--- src/rtl/fp_addsub_pkg.sv ---
// Shared types and constants for the FP add/sub arbiter slice.
package fp_addsub_pkg;

    localparam int FP_WIDTH = 32;

    localparam logic OP_ADD = 1'b0;
    localparam logic OP_SUB = 1'b1;

    typedef enum logic [1:0] {
        IDLE = 2'd0,
        WAIT = 2'd1,
        RESP = 2'd2
    } arb_state_t;

endpackage

--- src/rtl/fp_addsub_arbiter_rr_arb2.sv ---
// Two-input round-robin grant; the pointer moves past the winner on each update strobe.
module rr_arb2
    import fp_addsub_pkg::*;
(
    input  logic       clk,
    input  logic       rst_n,
    input  logic [1:0] req,
    input  logic       update,
    output logic [1:0] grant
);

    // ptr = 0 favours requester 0, ptr = 1 favours requester 1
    logic ptr;

    always_comb begin
        grant = 2'b00;
        if (req == 2'b11)
            grant = ptr ? 2'b10 : 2'b01;
        else
            grant = req;
    end

    always_ff @(posedge clk) begin
        if (!rst_n)
            ptr <= 1'b0;
        else if (update)
            ptr <= grant[0];
    end

endmodule

--- src/rtl/fp_addsub_arbiter.sv ---
// Shares one combinational FP add/sub unit between two requesters, round-robin.
// Optional completion counters (done_cnt0/done_cnt1) with FP_ARB_STATS_EN.
module fp_addsub_arbiter
    import fp_addsub_pkg::*;
#(
    parameter int WIDTH   = FP_WIDTH,
    parameter int LATENCY = 1
) (
    input  logic                 clk,
    input  logic                 rst_n,
    input  logic [1:0]           req_valid,
    output logic [1:0]           req_ready,
    input  logic [2*WIDTH-1:0]   req_a,
    input  logic [2*WIDTH-1:0]   req_b,
    input  logic [1:0]           req_op,
    output logic [1:0]           resp_valid,
    input  logic [1:0]           resp_ready,
    output logic [WIDTH-1:0]     resp_result,
    output logic [WIDTH-1:0]     fpu_a,
    output logic [WIDTH-1:0]     fpu_b,
    output logic                 fpu_op,
    input  logic [WIDTH-1:0]     fpu_result
`ifdef FP_ARB_STATS_EN
   ,output logic [15:0]          done_cnt0,
    output logic [15:0]          done_cnt1
`endif
);

    localparam logic [3:0] CNT_INIT = 4'(LATENCY - 1);

    arb_state_t              state;
    logic [3:0]              cnt;
    logic                    owner;
    logic [WIDTH-1:0]        result_q;
    logic [1:0]              grant;
    logic                    gsel;
    logic                    accept;
    logic                    resp_done;
    logic [1:0][WIDTH-1:0]   a_lane;
    logic [1:0][WIDTH-1:0]   b_lane;

    assign a_lane = req_a;
    assign b_lane = req_b;

    rr_arb2 u_arb (
        .clk    (clk),
        .rst_n  (rst_n),
        .req    (req_valid),
        .update (accept),
        .grant  (grant)
    );

    assign gsel        = grant[1];
    assign req_ready   = (state == IDLE) ? grant : 2'b00;
    assign accept      = |(req_valid & req_ready);
    assign resp_done   = (state == RESP) && resp_ready[owner];
    assign resp_result = result_q;

    always_ff @(posedge clk) begin
        if (!rst_n) begin
            state      <= IDLE;
            cnt        <= '0;
            owner      <= 1'b0;
            fpu_a      <= '0;
            fpu_b      <= '0;
            fpu_op     <= OP_ADD;
            result_q   <= '0;
            resp_valid <= 2'b00;
        end else begin
            case (state)
                IDLE: begin
                    if (accept) begin
                        fpu_a  <= a_lane[gsel];
                        fpu_b  <= b_lane[gsel];
                        fpu_op <= req_op[gsel];
                        owner  <= gsel;
                        cnt    <= CNT_INIT;
                        state  <= WAIT;
                    end
                end
                WAIT: begin
                    // operands have been on the unit for LATENCY cycles when cnt hits 0
                    if (cnt == 4'd0) begin
                        result_q   <= fpu_result;
                        resp_valid <= owner ? 2'b10 : 2'b01;
                        state      <= RESP;
                    end else begin
                        cnt <= cnt - 4'd1;
                    end
                end
                RESP: begin
                    if (resp_done) begin
                        resp_valid <= 2'b00;
                        state      <= IDLE;
                    end
                end
                default: state <= IDLE;
            endcase
        end
    end

`ifdef FP_ARB_STATS_EN
    always_ff @(posedge clk) begin
        if (!rst_n) begin
            done_cnt0 <= '0;
            done_cnt1 <= '0;
        end else if (resp_done) begin
            if (owner)
                done_cnt1 <= done_cnt1 + 16'd1;
            else
                done_cnt0 <= done_cnt0 + 16'd1;
        end
    end
`else
    // completion counters are not built in this configuration
`endif

endmodule

--- config.mk ---
export PLATFORM = sky130hd
export DESIGN_NAME = fp_addsub_arbiter
export DESIGN_NICKNAME = d
export VERILOG_FILES = /design/src/rtl/fp_addsub_pkg.sv /design/src/rtl/fp_addsub_arbiter_rr_arb2.sv /design/src/rtl/fp_addsub_arbiter.sv
export SDC_FILE = /design/constraint.sdc
export NUM_CORES = 1
export LEC_CHECK = 0
export BUFFER_PORTS_ARGS = -buffer_cell sky130_fd_sc_hd__buf_2
export CORE_ASPECT_RATIO = 1.75
export CORE_MARGIN = 2
export CORE_UTILIZATION = 35
export DETAILED_ROUTE_END_ITERATION = 8
export HOLD_SLACK_MARGIN = 0.02
export PLACE_DENSITY = 0.77
export SLEW_MARGIN = 25
export SYNTH_ARGS = -nofsm -noshare
export SYNTH_HDL_FRONTEND = slang
export SYNTH_SLANG_ARGS = --single-unit
--- constraint.sdc ---
create_clock -name clk -period 1.6 [get_ports clk]
set_clock_uncertainty 0.1 [all_clocks]
set_input_delay 0 -clock clk [delete_from_list [all_inputs] [get_ports clk]]
set_output_delay 0 -clock clk [all_outputs]
set_load 0.005 [all_outputs]
Word-level counts from Yosys, hierarchy flattened:

Cells that the tools add are included.

* flip-flop bits (word level): 107
* bits of input ports: 168
* output and inout bits: 101
* logic and storage cells: 52

* add/sub/neg operators: 1
* order comparisons: 2
* equal/unequal tests: 7
* muxes and demuxes: 21
* bitwise logic cells: 1
* reduce and logical (&&, ||, !) cells: 11

Operator list (count)
* 2-to-1 mux 32 bit: 4
* 2-to-1 mux 2 bit: 8
* AND reduction 3 bit: 3
* 2-to-1 mux 4 bit: 2
* != test 2 bit (second input constant): 4
* one-hot mux 4 bit (2 select lines): 1
* one-hot mux 2 bit (3 select lines): 1
* equality test 2 bit (second input constant): 2
* logical NOT 4 bit: 1
* < comparator 1 x 2 -> 1 bit (second input constant): 2
* 2-to-1 mux 1 bit: 4
* one-hot mux 2 bit (2 select lines): 1
* AND reduction 2 bit: 2
* nonzero test 2 bit: 2
* subtractor 4 x 1 -> 4 bit (second input constant): 1
* bitwise AND 2 bit: 1
* equality test 2 x 1 -> 1 bit (second input constant): 1
* logical NOT 2 bit: 1
* OR reduction 2 bit: 1
* logical AND 1 bit: 1

Depth between registers and ports, before layout:

Gate-level depths: netlist of the first run.

* word-level depth: 7
* mapped depth: 7
* gate-level depth less buffers: 5

Cells and area by module:

From an unflattened synthesis of the first run, not the netlist that was laid out.

* cell total of the unflattened synthesis: 503
* area, all modules: 4956.0 µm²

By module, submodules not included
* fp_addsub_arbiter: times used 1, cells an instance 497, area an instance 4895.9 µm², sequential area each 2122.0 µm²
* rr_arb2: times used 1, cells an instance 6, area an instance 60.1 µm², sequential area each 20.0 µm²

Least setup slack after synthesis of the first run:

Ideal clock, no wire load.

* kind: reg2reg
* start: register cnt[0]
* end: register result_q[24], in the netlist resp_result[24]
* library setup time: 132 ps
* data arrival time: 1423 ps
* data required time: 1368 ps
* slack: -55 ps
* stages on the path, launching flop included: 8
* buffers on the path: 2
* clock period less this slack: 1655 ps
* cells stage by stage: dfxtp_1 inv_1 ha_1 or3b_1 clkbuf_1 clkbuf_1 o21ai_0 a21oi_1

* cells in the longest elaborated chain, start to end: 2

RTL lines
* from (decl): line fp_addsub_arbiter.sv:32 `logic [3:0] cnt;`
* from (signal assigned): line fp_addsub_arbiter.sv:88 `cnt <= cnt - 4'd1;`
* logical NOT 4 bit: line fp_addsub_arbiter.sv:83 `if (cnt == 4'd0) begin`
* AND reduction 2 bit (no line)
* to (signal assigned): line fp_addsub_arbiter.sv:84 `result_q <= fpu_result;`
* to (decl): line fp_addsub_arbiter.sv:34 `logic [WIDTH-1:0] result_q;`

Every way passes these cells.
A chain may end at the register's enable or synchronous reset.

Worst setup path after layout of the first run:

* start: register cnt[0]
* end: register result_q[0], in the netlist resp_result[0]

Same word-level chain as after synthesis.

==> results.sh, run 1 <==
export IMPL_status="finished, violations left"
export IMPL_violations="setup timing"
export IMPL_tightest_slew_ns=0.6026
export IMPL_drt_total_wl_um=22220
export IMPL_yosys_top_cells_count="dfxtp_1 (107), a21oi_1 (106), o21ai_0 (102)"
export IMPL_crit_path_end_kind="flip-flop"
export IMPL_portBuffers=268
export IMPL_netlist_area_leader_share_pct=40.92
export IMPL_path_max_fanout=12
export IMPL_fin_nets=1161
export IMPL_track_usage_pct=27.41
export IMPL_netlist_instances=590
export IMPL_clock_sinks=107
export IMPL_yosys_top_cells_area="dfxtp_1 (41%), a311oi_2 (11%), a21oi_1 (10%), o21ai_0 (9.8%), nand3b_1 (9.5%)"
export IMPL_pre_cts_ws_ns=-0.1320
export IMPL_cts_tree="yes"
export IMPL_drv_slew=0
export IMPL_setup_slack_ns=-0.01640
export IMPL_r2r_start="cnt[0]"
export IMPL_die_height_um=165.8
export IMPL_first_pass_iters=5
export IMPL_syn_area_sq_mm=0.005235
export IMPL_grtUsageMet3_pct=7.396
export IMPL_multi_input_area_sq_mm=0.002819
export IMPL_setup_viol=3
export IMPL_grt_pass1_wl_um=34550
export IMPL_cts_inserted_buffers=9
export IMPL_cts_root_buf="clkbuf_16"
export IMPL_p_per_area_mw_per_mm2=894.3
export IMPL_peakVddDrop_mv=0.5700
export IMPL_clk_pin_slew_ns=0.07
export IMPL_via_per_inst=5.692
export IMPL_cp_data_arrival_time_ns=1.74
export IMPL_yosysMostFrequentCell="dfxtp_1"
export IMPL_grt_antenna_before_repair=2
export IMPL_gr_total_overflow=0
export IMPL_fin_util_pct=60.53
export IMPL_grt_setup_unrepaired="yes"
export IMPL_synth_area_leader_cell="dfxtp_1"
export IMPL_synth_area_per_cell_sq_um=8.873
export IMPL_reg2reg_slack_ns=-0.02
export IMPL_dieArea_sq_mm=0.01599
export IMPL_htreeDepth=3
export IMPL_clkLatencyLatePin_ns=0.34
export IMPL_crit_cells=6
export IMPL_critical_path_top_delay_family="simple AND/OR/NAND/NOR gates"
export IMPL_dr_total_vias=6728
export IMPL_fill_cells=1180
export IMPL_crit_slowest_cell="or3b_4"
export IMPL_fin_cells=1182
export IMPL_drive_gt1_share_pct=38.42
export IMPL_finalPower_mw=7.993
export IMPL_drv_cap=0
export IMPL_hold_worst_slack_ns=0.05390
export IMPL_clock_path_buffers=2
export IMPL_worstHoldStart="req_valid[1]"
export IMPL_dp_cells=997
export IMPL_path_buf_inv=2
export IMPL_dp_hpwl_um=12380
export IMPL_hp_class="in2reg"
export IMPL_maxSlewHeadroom_pct=59.83
export IMPL_gp_congestion=0.8588
export IMPL_ys_seq_area_share_pct=40.92
export IMPL_wl_per_cell_um=18.80
export IMPL_grt_max_degree=56
export IMPL_min_period_ns=1.616
export IMPL_coreArea_sq_mm=0.01476
export IMPL_synth_ff_type="dfxtp_1"
export IMPL_synth_edff_count=0
export IMPL_grtUsageMet2_pct=45.23
export IMPL_synthArstFlopShare_pct=0
export IMPL_startpoint_type="flip-flop"
export IMPL_drc_errors=0
export IMPL_drt_iter0_drc=372
export IMPL_io_pins=269
export IMPL_setup_tns_final_ns=-0.01775
export IMPL_layout_area_seq_sq_mm=0.002147
export IMPL_syn2layout_area_growth_pct=70.72
export IMPL_syn_num_nets=759
export IMPL_final_area_sq_mm=0.008937
export IMPL_whs_path_depth=3
export IMPL_crit_type="reg2reg"
export IMPL_crit_reg2reg_capture="resp_result[0]"
export IMPL_postRouteAntennaNets=0
export IMPL_grt_busiest_layer="met2"
export IMPL_rows=59
export IMPL_placed_cell_area_sq_mm=0.006865
export IMPL_initial_utilization_pct=35.46
export IMPL_hold_viol=0
export IMPL_slowest_delay_ns=0.42
export IMPL_ys_seq_elements=107
export IMPL_worst_r2r_path_depth=6
export IMPL_fin_crit_sh_pct=101.0
export IMPL_synth_warning_count=0
export IMPL_required_ns=1.72
export IMPL_max_freq_mhz=618.7
export IMPL_die_w_um=96.45
export IMPL_grt_pass1_vias=6889
export IMPL_path_cells="inv_2 > ha_4 > or3b_4 > buf_6 > o21ai_0 > a21oi_1"
export IMPL_whs_endpoint="u_arb.ptr"
export IMPL_ys_types=36
export IMPL_post_cts_buffers=0
export IMPL_power_leakage_nw=3.730
export IMPL_met1_usage_pct=29.71
[metal layers]
| metal | wire length, um | up-vias | share of wire (%) |
|---|---|---|---|
| met5 | 0 | - | 0 |
| met4 | 1586 | 0 | 7.1 |
| met3 | 1648 | 145 | 7.4 |
| met2 | 11050 | 402 | 50 |
| met1 | 7933 | 3138 | 36 |
| li1 | - | 3043 | - |
[report_power, final]
part | switching (mW) | internal, mW
clock | 1.09 | 1.30
sequential | 0.189 | 2.98
combinational | 1.21 | 1.23
total | 2.49 | 5.50
[area by class of cell]
type | instances | share of cell area [%]
clock buffer | 10 | 2.674
multi-input combinational | 401 | 31.54
clock inverter | 6 | 0.8820
sequential | 107 | 24.02
antenna | 2 | 0.05600
timing repair buffer | 468 | 38.02
inverter | 5 | 0.2380
tap | 183 | 2.562
[worst min-delay path, stage by stage]
cell and delay [ns]:
buf_2 0.10, buf_4 0.23, a311oi_1 0.12
[registers in the layout (all words and copies together) (netlist names)]
| register | count |
|---|---|
| owner | 1 |
| resp_result | 32 |
| u_arb.ptr | 1 |
| fpu_a | 32 |
| cnt | 4 |
| fpu_b | 32 |
| state | 2 |
| fpu_op | 1 |
| resp_valid | 2 |
[layout by cell type (no fill, tap or decap), types with 2 or more instances in the layout]
| master | count |
|---|---|
| buf_12 | 10 |
| a311oi_1 | 22 |
| nand2b_1 | 2 |
| inv_8 | 2 |
| o21ai_2 | 2 |
| o21ai_1 | 28 |
| or3_1 | 3 |
| inv_6 | 2 |
| buf_6 | 4 |
| or4_1 | 2 |
| nand3_1 | 34 |
| a21oi_1 | 106 |
| nand3b_1 | 66 |
| dlygate4sd3_1 | 166 |
| dfxtp_1 | 103 |
| inv_2 | 3 |
| a311oi_2 | 44 |
| buf_4 | 20 |
| or3b_4 | 2 |
| o21ai_0 | 73 |
| diode_2 | 2 |
| dfxtp_2 | 4 |
| buf_2 | 268 |
| clkbuf_16 | 9 |
[cells by family (layout without fill, tap and decap cells)]
| kind of cell | after synthesis | count (layout) | synth area share, % |
|---|---|---|---|
| compound gates | 279 | 279 | 36.47 |
| simple gates | 119 | 120 | 15.08 |
| flops | 107 | 107 | 40.92 |
| buf+inv | 83 | 489 | 7.098 |
| fa+ha+maj | 1 | 1 | 0.2390 |
| mux | 1 | 1 | 0.1912 |
| other cells | 0 | 2 | 0 |
[what timing repair did]
item / 4_1_cts / 5_1_grt
hold buffers: 166 / 0
setup endpoints to repair: 34 / 45
hold endpoints to repair: 104 / 0
gates cloned: 1 / 0
gates resized for setup: 9 / 39
pin swaps: 0 / 3
[worst max-delay path by stage]
stage,end,slack (ns),startpoint
after floorplan,resp_valid[0],0.004,cnt[0]
after global placement,resp_result[28],-0.10,cnt[0]
after detailed placement,resp_result[18],-0.13,cnt[0]
after CTS,req_ready[0],-0.002,state[1]
after global routing,resp_valid[0],-0.07,cnt[0]
final,resp_result[0],-0.02,cnt[0]
Power figures use the tool's default switching activity.
==> run 2, diff against run 1 <==
--- a/config.mk
+++ b/config.mk
@@ -11,7 +11,8 @@
 export CORE_UTILIZATION = 35
 export DETAILED_ROUTE_END_ITERATION = 8
 export HOLD_SLACK_MARGIN = 0.02
-export PLACE_DENSITY = 0.77
+export PLACE_DENSITY = 0.67
+export SKIP_LAST_GASP = 1
 export SLEW_MARGIN = 25
 export SYNTH_ARGS = -nofsm -noshare
 export SYNTH_HDL_FRONTEND = slang
==> run 2 against run 1 <==
Net effect: via count decreased by 2.4%; the run still ends with setup timing left; non-clock buffer count increased by 5; final area increased by 1.0%.
==> results.sh, run 2 (same netlist as run 1, synthesis figures left out) <==
export IMPL_p_switching_mw=2.454
export IMPL_grt_setup_unrepaired="yes"
export IMPL_seqPwrFrac_pct=40.0
export IMPL_clk_pin_slew_ns=0.08
export IMPL_final_cell_mix="buf_2 (268), dlygate4sd3_1 (166), a21oi_1 (105), dfxtp_1 (101), o21ai_0 (75)"
export IMPL_clkLatencyLatePin_ns=0.34
export IMPL_drv_cap=0
export IMPL_intPower_mw=5.423
export IMPL_swShare_pct=31.16
export IMPL_die_w_um=96.45
export IMPL_finalPower_mw=7.878
export IMPL_crit_path_end_kind="flip-flop"
export IMPL_initial_utilization_pct=35.46
export IMPL_gr_total_overflow=0
export IMPL_clock_sinks=107
export IMPL_cts_tree="yes"
export IMPL_crit_start="cnt[2]"
export IMPL_fin_crit_sh_pct=101.2
export IMPL_fill_cells=1224
export IMPL_fin_nets=1167
export IMPL_portBuffers=268
export IMPL_rows=59
export IMPL_wl_per_cell_um=18.09
export IMPL_setup_slack_ns=-0.01997
export IMPL_setup_tns_final_ns=-0.02734
export IMPL_reg2reg_slack_ns=-0.02
export IMPL_syn2layout_area_growth_pct=72.44
export IMPL_hp_class="in2reg"
export IMPL_maxSlewHeadroom_pct=61.38
export IMPL_io_pins=269
export IMPL_worstHoldStart="req_valid[1]"
export IMPL_htreeDepth=3
export IMPL_gp_congestion=0.8106
export IMPL_grt_max_degree=52
export IMPL_drc_errors=0
export IMPL_grt_antenna_before_repair=0
export IMPL_startpoint_type="flip-flop"
export IMPL_peakVddDrop_mv=0.6244
export IMPL_final_common_cell="buf_2"
export IMPL_min_period_ns=1.620
export IMPL_p_per_area_mw_per_mm2=872.6
export IMPL_combPwrFrac_pct=30.0
export IMPL_max_freq_mhz=617.3
export IMPL_drt_iter0_drc=367
export IMPL_clock_path_buffers=2
export IMPL_track_usage_pct=25.38
export IMPL_die_height_um=165.8
export IMPL_grt_pass1_wl_um=32290
export IMPL_status="finished, violations left"
export IMPL_hold_viol=0
export IMPL_r2r_start="cnt[2]"
export IMPL_coreArea_sq_mm=0.01476
export IMPL_required_ns=1.78
export IMPL_dp_hpwl_um=12090
export IMPL_drv_slew=0
export IMPL_drt_total_wl_um=21460
export IMPL_cp_data_arrival_time_ns=1.80
export IMPL_path_max_fanout=2
export IMPL_tightest_slew_ns=0.5792
export IMPL_dieArea_sq_mm=0.01599
export IMPL_cts_inserted_buffers=9
export IMPL_fin_util_pct=61.14
export IMPL_cts_root_buf="clkbuf_16"
export IMPL_setup_viol=3
export IMPL_violations="setup timing"
export IMPL_dr_total_vias=6566
export IMPL_power_leakage_nw=3.778
export IMPL_antenna_cells=0
export IMPL_first_pass_iters=5
export IMPL_crit_type="reg2reg"
export IMPL_clockPowerShare_pct=29.9
export IMPL_drive_gt1_share_pct=38.78
export IMPL_postRouteAntennaNets=0
export IMPL_via_per_inst=5.536
export IMPL_grt_pass1_vias=6689
## run 2: cell count changes in the layout (fill, tap and decap cells not counted), sizes merged
cell / before / now
nor3b: 1 / 2
diode: 2 / 0
clkbuf: 10 / 11
clkinv: 1 / 2
inv: 9 / 8
buf: 302 / 305
clkinvlp: 0 / 1
## run 2: layout make-up
type / instances / area [sq um] / share of cell area (%)
Timing Repair Buffer: 473 / 3498 / 38.75
Multi-Input combinational cell: 402 / 2821 / 31.25
Sequential cell: 107 / 2150 / 23.81
Tap cell: 183 / 229.0 / 2.536
Clock buffer: 9 / 225.2 / 2.495
Clock inverter: 7 / 82.58 / 0.9148
Inverter: 5 / 21.27 / 0.2356
## run 2: power groups by stage
stage                     sequential (mW)  combinational, mW  clock (mW)
after floorplan                      3.22               1.11           0
after global placement               3.19               1.97           0
after detailed placement             3.20               1.99           0
after CTS                            3.14               2.31        2.42
after global routing                 3.19               2.57        2.52
final                                3.15               2.37        2.36
## run 2: path summary, 6_finish.rpt
kind                     end  cells past startpoint
max                   cnt[3]                      4
min                u_arb.ptr                      3
max reg2reg           cnt[3]                      4
min reg2reg  resp_result[29]                      2
## run 2: critical path: stages (launching register included)
cell     delay (ns)
dfxtp_2        0.33
buf_6          0.11
or3_4          0.38
or4_1          0.51
a21oi_1        0.13
## run 2: metal layers
layer  routed length, um  vias to the layer above  part of all wire [%]  global-route usage, %
li1                    -                     3062                     -                      -
met1                8090                     3083                    38                  27.74
met2               10850                      329                    51                  44.05
met3                1488                       92                   6.9                  5.717
met4                1025                        0                   4.8                  13.66
met5                   0                        -                     0                      0
## run 2: timing repair
| item | 4_1_cts | 5_1_grt |
|---|---|---|
| endpoints found under the setup margin | 40 | 57 |
| setup buffers | 3 | 2 |
| hold endpoints to repair | 103 | 0 |
| cloned | 0 | 4 |
| hold buffers | 166 | 0 |
| pin swaps | 3 | 3 |
| gates resized for setup | 11 | 43 |
## run 2: stage by stage
| step | area [sq um] | instances | hold slack (ns) | setup WS, ns |
|---|---|---|---|---|
| after global routing | 9027 | 1186 | 0.1113 | -0.06606 |
| after floorplan | 5263 | 590 | 0.01745 | 0.003629 |
| after CTS | 8866 | 1180 | 0.07628 | -0.02983 |
| after global placement | 6838 | 995 | 0.1560 | -0.1023 |
| final | 9027 | 1186 | 0.07264 | -0.01997 |
| after detailed placement | 6838 | 995 | 0.1596 | -0.1359 |
==> run 3, diff against run 2 <==
--- a/config.mk
+++ b/config.mk
@@ -10,10 +10,9 @@
 export CORE_MARGIN = 2
 export CORE_UTILIZATION = 35
 export DETAILED_ROUTE_END_ITERATION = 8
-export HOLD_SLACK_MARGIN = 0.02
+export HOLD_SLACK_MARGIN = 0.03
 export PLACE_DENSITY = 0.67
 export SKIP_LAST_GASP = 1
-export SLEW_MARGIN = 25
 export SYNTH_ARGS = -nofsm -noshare
 export SYNTH_HDL_FRONTEND = slang
 export SYNTH_SLANG_ARGS = --single-unit
==> constraint.sdc (replaced) <==
create_clock -name clk -period 1.6 [get_ports clk]
set_clock_uncertainty 0.1 [all_clocks]
set_input_delay 0.16 -clock clk [delete_from_list [all_inputs] [get_ports clk]]
set_output_delay 0.16 -clock clk [all_outputs]
set_load 0.005 [all_outputs]
==> run 3 against run 2 <==
Net effect: first-iteration DRC count decreased by 4.9%; critical path depth grew 4; die area unchanged; utilization is 1.1 points higher; worst hold slack worse by 0.027 ns; critical path type unchanged; the flow still finishes with violations (setup timing); sequential power hardly changed; maximum frequency decreased by 3.6%; routed wire length up 3.9%; combinational power up 7%; largest power group unchanged.
==> results.sh, run 3 (same netlist as run 1, synthesis figures left out) <==
export IMPL_status="finished, violations left"
export IMPL_violations="setup timing"
export IMPL_path_buf_inv=4
export IMPL_hold_viol=0
export IMPL_dr_total_vias=6711
export IMPL_critPathCapture="resp_result[1]"
export IMPL_postRouteAntennaNets=0
export IMPL_maxSlewHeadroom_pct=66.65
export IMPL_clock_sinks=107
export IMPL_clock_path_buffers=2
export IMPL_finalPower_mw=7.972
export IMPL_drt_total_wl_um=22300
export IMPL_io_pins=269
export IMPL_rows=59
export IMPL_portBuffers=268
export IMPL_path_max_fanout=11
export IMPL_peakVddDrop_mv=0.6624
export IMPL_die_w_um=96.45
export IMPL_crit_path_end_kind="flip-flop"
export IMPL_grt_antenna_before_repair=0
export IMPL_pre_cts_ws_ns=-0.1733
export IMPL_path_cells="inv_2 > ha_4 > buf_4 > nor3b_4 > buf_4 > clkbuf_16 > nand3_1 > a21oi_1"
export IMPL_fill_cells=1186
export IMPL_clkLatencyLatePin_ns=0.35
export IMPL_initial_utilization_pct=35.46
export IMPL_final_cell_mix="buf_2 (268), dlygate4sd3_1 (147), dfxtp_1 (102), a21oi_1 (101), o21ai_0 (69)"
export IMPL_drive_gt1_share_pct=43.49
export IMPL_via_per_inst=5.678
export IMPL_drv_cap=0
export IMPL_hp_class="in2reg"
export IMPL_drc_errors=0
export IMPL_crit_top_cell="buf_4"
export IMPL_final_common_cell="buf_2"
export IMPL_cts_tree="yes"
export IMPL_p_per_area_mw_per_mm2=867.8
export IMPL_drv_slew=0
export IMPL_setup_viol=14
export IMPL_first_pass_iters=5
export IMPL_power_leakage_nw=3.823
export IMPL_crit_type="reg2reg"
export IMPL_setup_slack_ns=-0.08017
export IMPL_cts_inserted_buffers=9
export IMPL_cts_root_buf="clkbuf_16"
export IMPL_grt_max_degree=71
export IMPL_grt_pass1_vias=6510
export IMPL_tightest_slew_ns=0.5003
export IMPL_dieArea_sq_mm=0.01599
export IMPL_htreeDepth=3
export IMPL_grt_setup_unrepaired="yes"
export IMPL_fin_crit_sh_pct=105.0
export IMPL_required_ns=1.77
export IMPL_syn2layout_area_growth_pct=75.48
export IMPL_min_period_ns=1.680
export IMPL_track_usage_pct=24.85
export IMPL_clk_pin_slew_ns=0.08
export IMPL_drt_iter0_drc=349
export IMPL_slowest_delay_ns=0.33
export IMPL_gr_total_overflow=0
export IMPL_crit_start="cnt[0]"
export IMPL_crit_slowest_cell="dfxtp_2"
export IMPL_fin_nets=1162
export IMPL_max_freq_mhz=595.2
export IMPL_crit_reg2reg_capture="resp_result[1]"
export IMPL_startpoint_type="flip-flop"
export IMPL_gp_congestion=0.8125
export IMPL_dp_hpwl_um=12200
export IMPL_reg2reg_slack_ns=-0.08
export IMPL_worst_r2r_path_depth=8
export IMPL_critical_path_top_delay_family="buffers and inverters"
export IMPL_setup_tns_final_ns=-0.3709
export IMPL_r2r_start="cnt[0]"
export IMPL_crit_cells=8
export IMPL_grt_pass1_wl_um=31750
export IMPL_cp_data_arrival_time_ns=1.85
export IMPL_wl_per_cell_um=18.86
export IMPL_die_height_um=165.8
export IMPL_coreArea_sq_mm=0.01476
[run 3: cell types whose count changed in the layout (fill, tap and decap cells not counted), sizes merged]
cell,change
clkbuf,+5
buf,+8
bufinv,-1
bufbuf,+1
clkinvlp,-1
dlygate4sd3,-19
clkinv,+2
diode,+1
[run 3: worst reg2reg max path, cell delays in order (launching register included)]
cell and delay [ns]:
dfxtp_2 0.33, inv_2 0.07, ha_4 0.14, buf_4 0.11
nor3b_4 0.23, buf_4 0.19, clkbuf_16 0.16, nand3_1 0.10
a21oi_1 0.18
[run 3: where the power goes]
part           internal [mW]  switching (mW)  leakage [nW]
Sequential              2.98           0.172         0.886
Clock                   1.12            1.17         0.149
Combinational           1.30            1.23          2.79
[run 3: through the flow]
step	hold WS, ns	utilization, %	cells	instance area [sq um]
2_1_floorplan	0.1775	-	590	5263
3_3_place_gp	0.3168	46.28	996	6833
3_5_place_dp	0.3196	46.28	996	6833
4_1_cts	0.03036	59.11	1164	8727
5_1_grt	0.04006	62.20	1181	9184
6_report	0.04569	62.22	1182	9186
[run 3: layer usage]
metal | wire length (um) | global-route usage [%] | up-vias
met5 | 0 | 0 | -
li1 | - | - | 3057
met3 | 1534 | 5.218 | 96
met4 | 1134 | 12.37 | 0
met1 | 7992 | 27.25 | 3180
met2 | 11630 | 43.78 | 378
[run 3: timing repair]
action	CTS	global route
pin swaps	1	50
endpoints found under the setup margin	37	65
gates cloned	1	10
resized for setup	18	80
endpoints found under the hold margin	96	0
hold buffers	147	0
setup buffers	4	7
[run 3: how the worst min path moves through the flow]
stage,from,end,slack (ns),cells after the start
2_1_floorplan,rst_n,owner,0.18,1
6_report,req_b[52],fpu_b[20],0.05,3
3_5_place_dp,fpu_result[5],resp_result[5],0.32,3
4_1_cts,req_b[36],fpu_b[4],0.03,3
3_3_place_gp,fpu_result[2],resp_result[2],0.32,3
5_1_grt,req_b[5],fpu_b[5],0.04,3
[run 3: area by class of cell]
type | count | area (sq um) | area share [%]
Timing Repair Buffer | 468 | 3536 | 38.49
Multi-Input combinational cell | 402 | 2935 | 31.95
Sequential cell | 107 | 2153 | 23.44
Tap cell | 183 | 229.0 | 2.493
Clock buffer | 9 | 225.2 | 2.452
Clock inverter | 7 | 83.83 | 0.9126
Inverter | 5 | 21.27 | 0.2315
Antenna cell | 1 | 2.502 | 0.02724
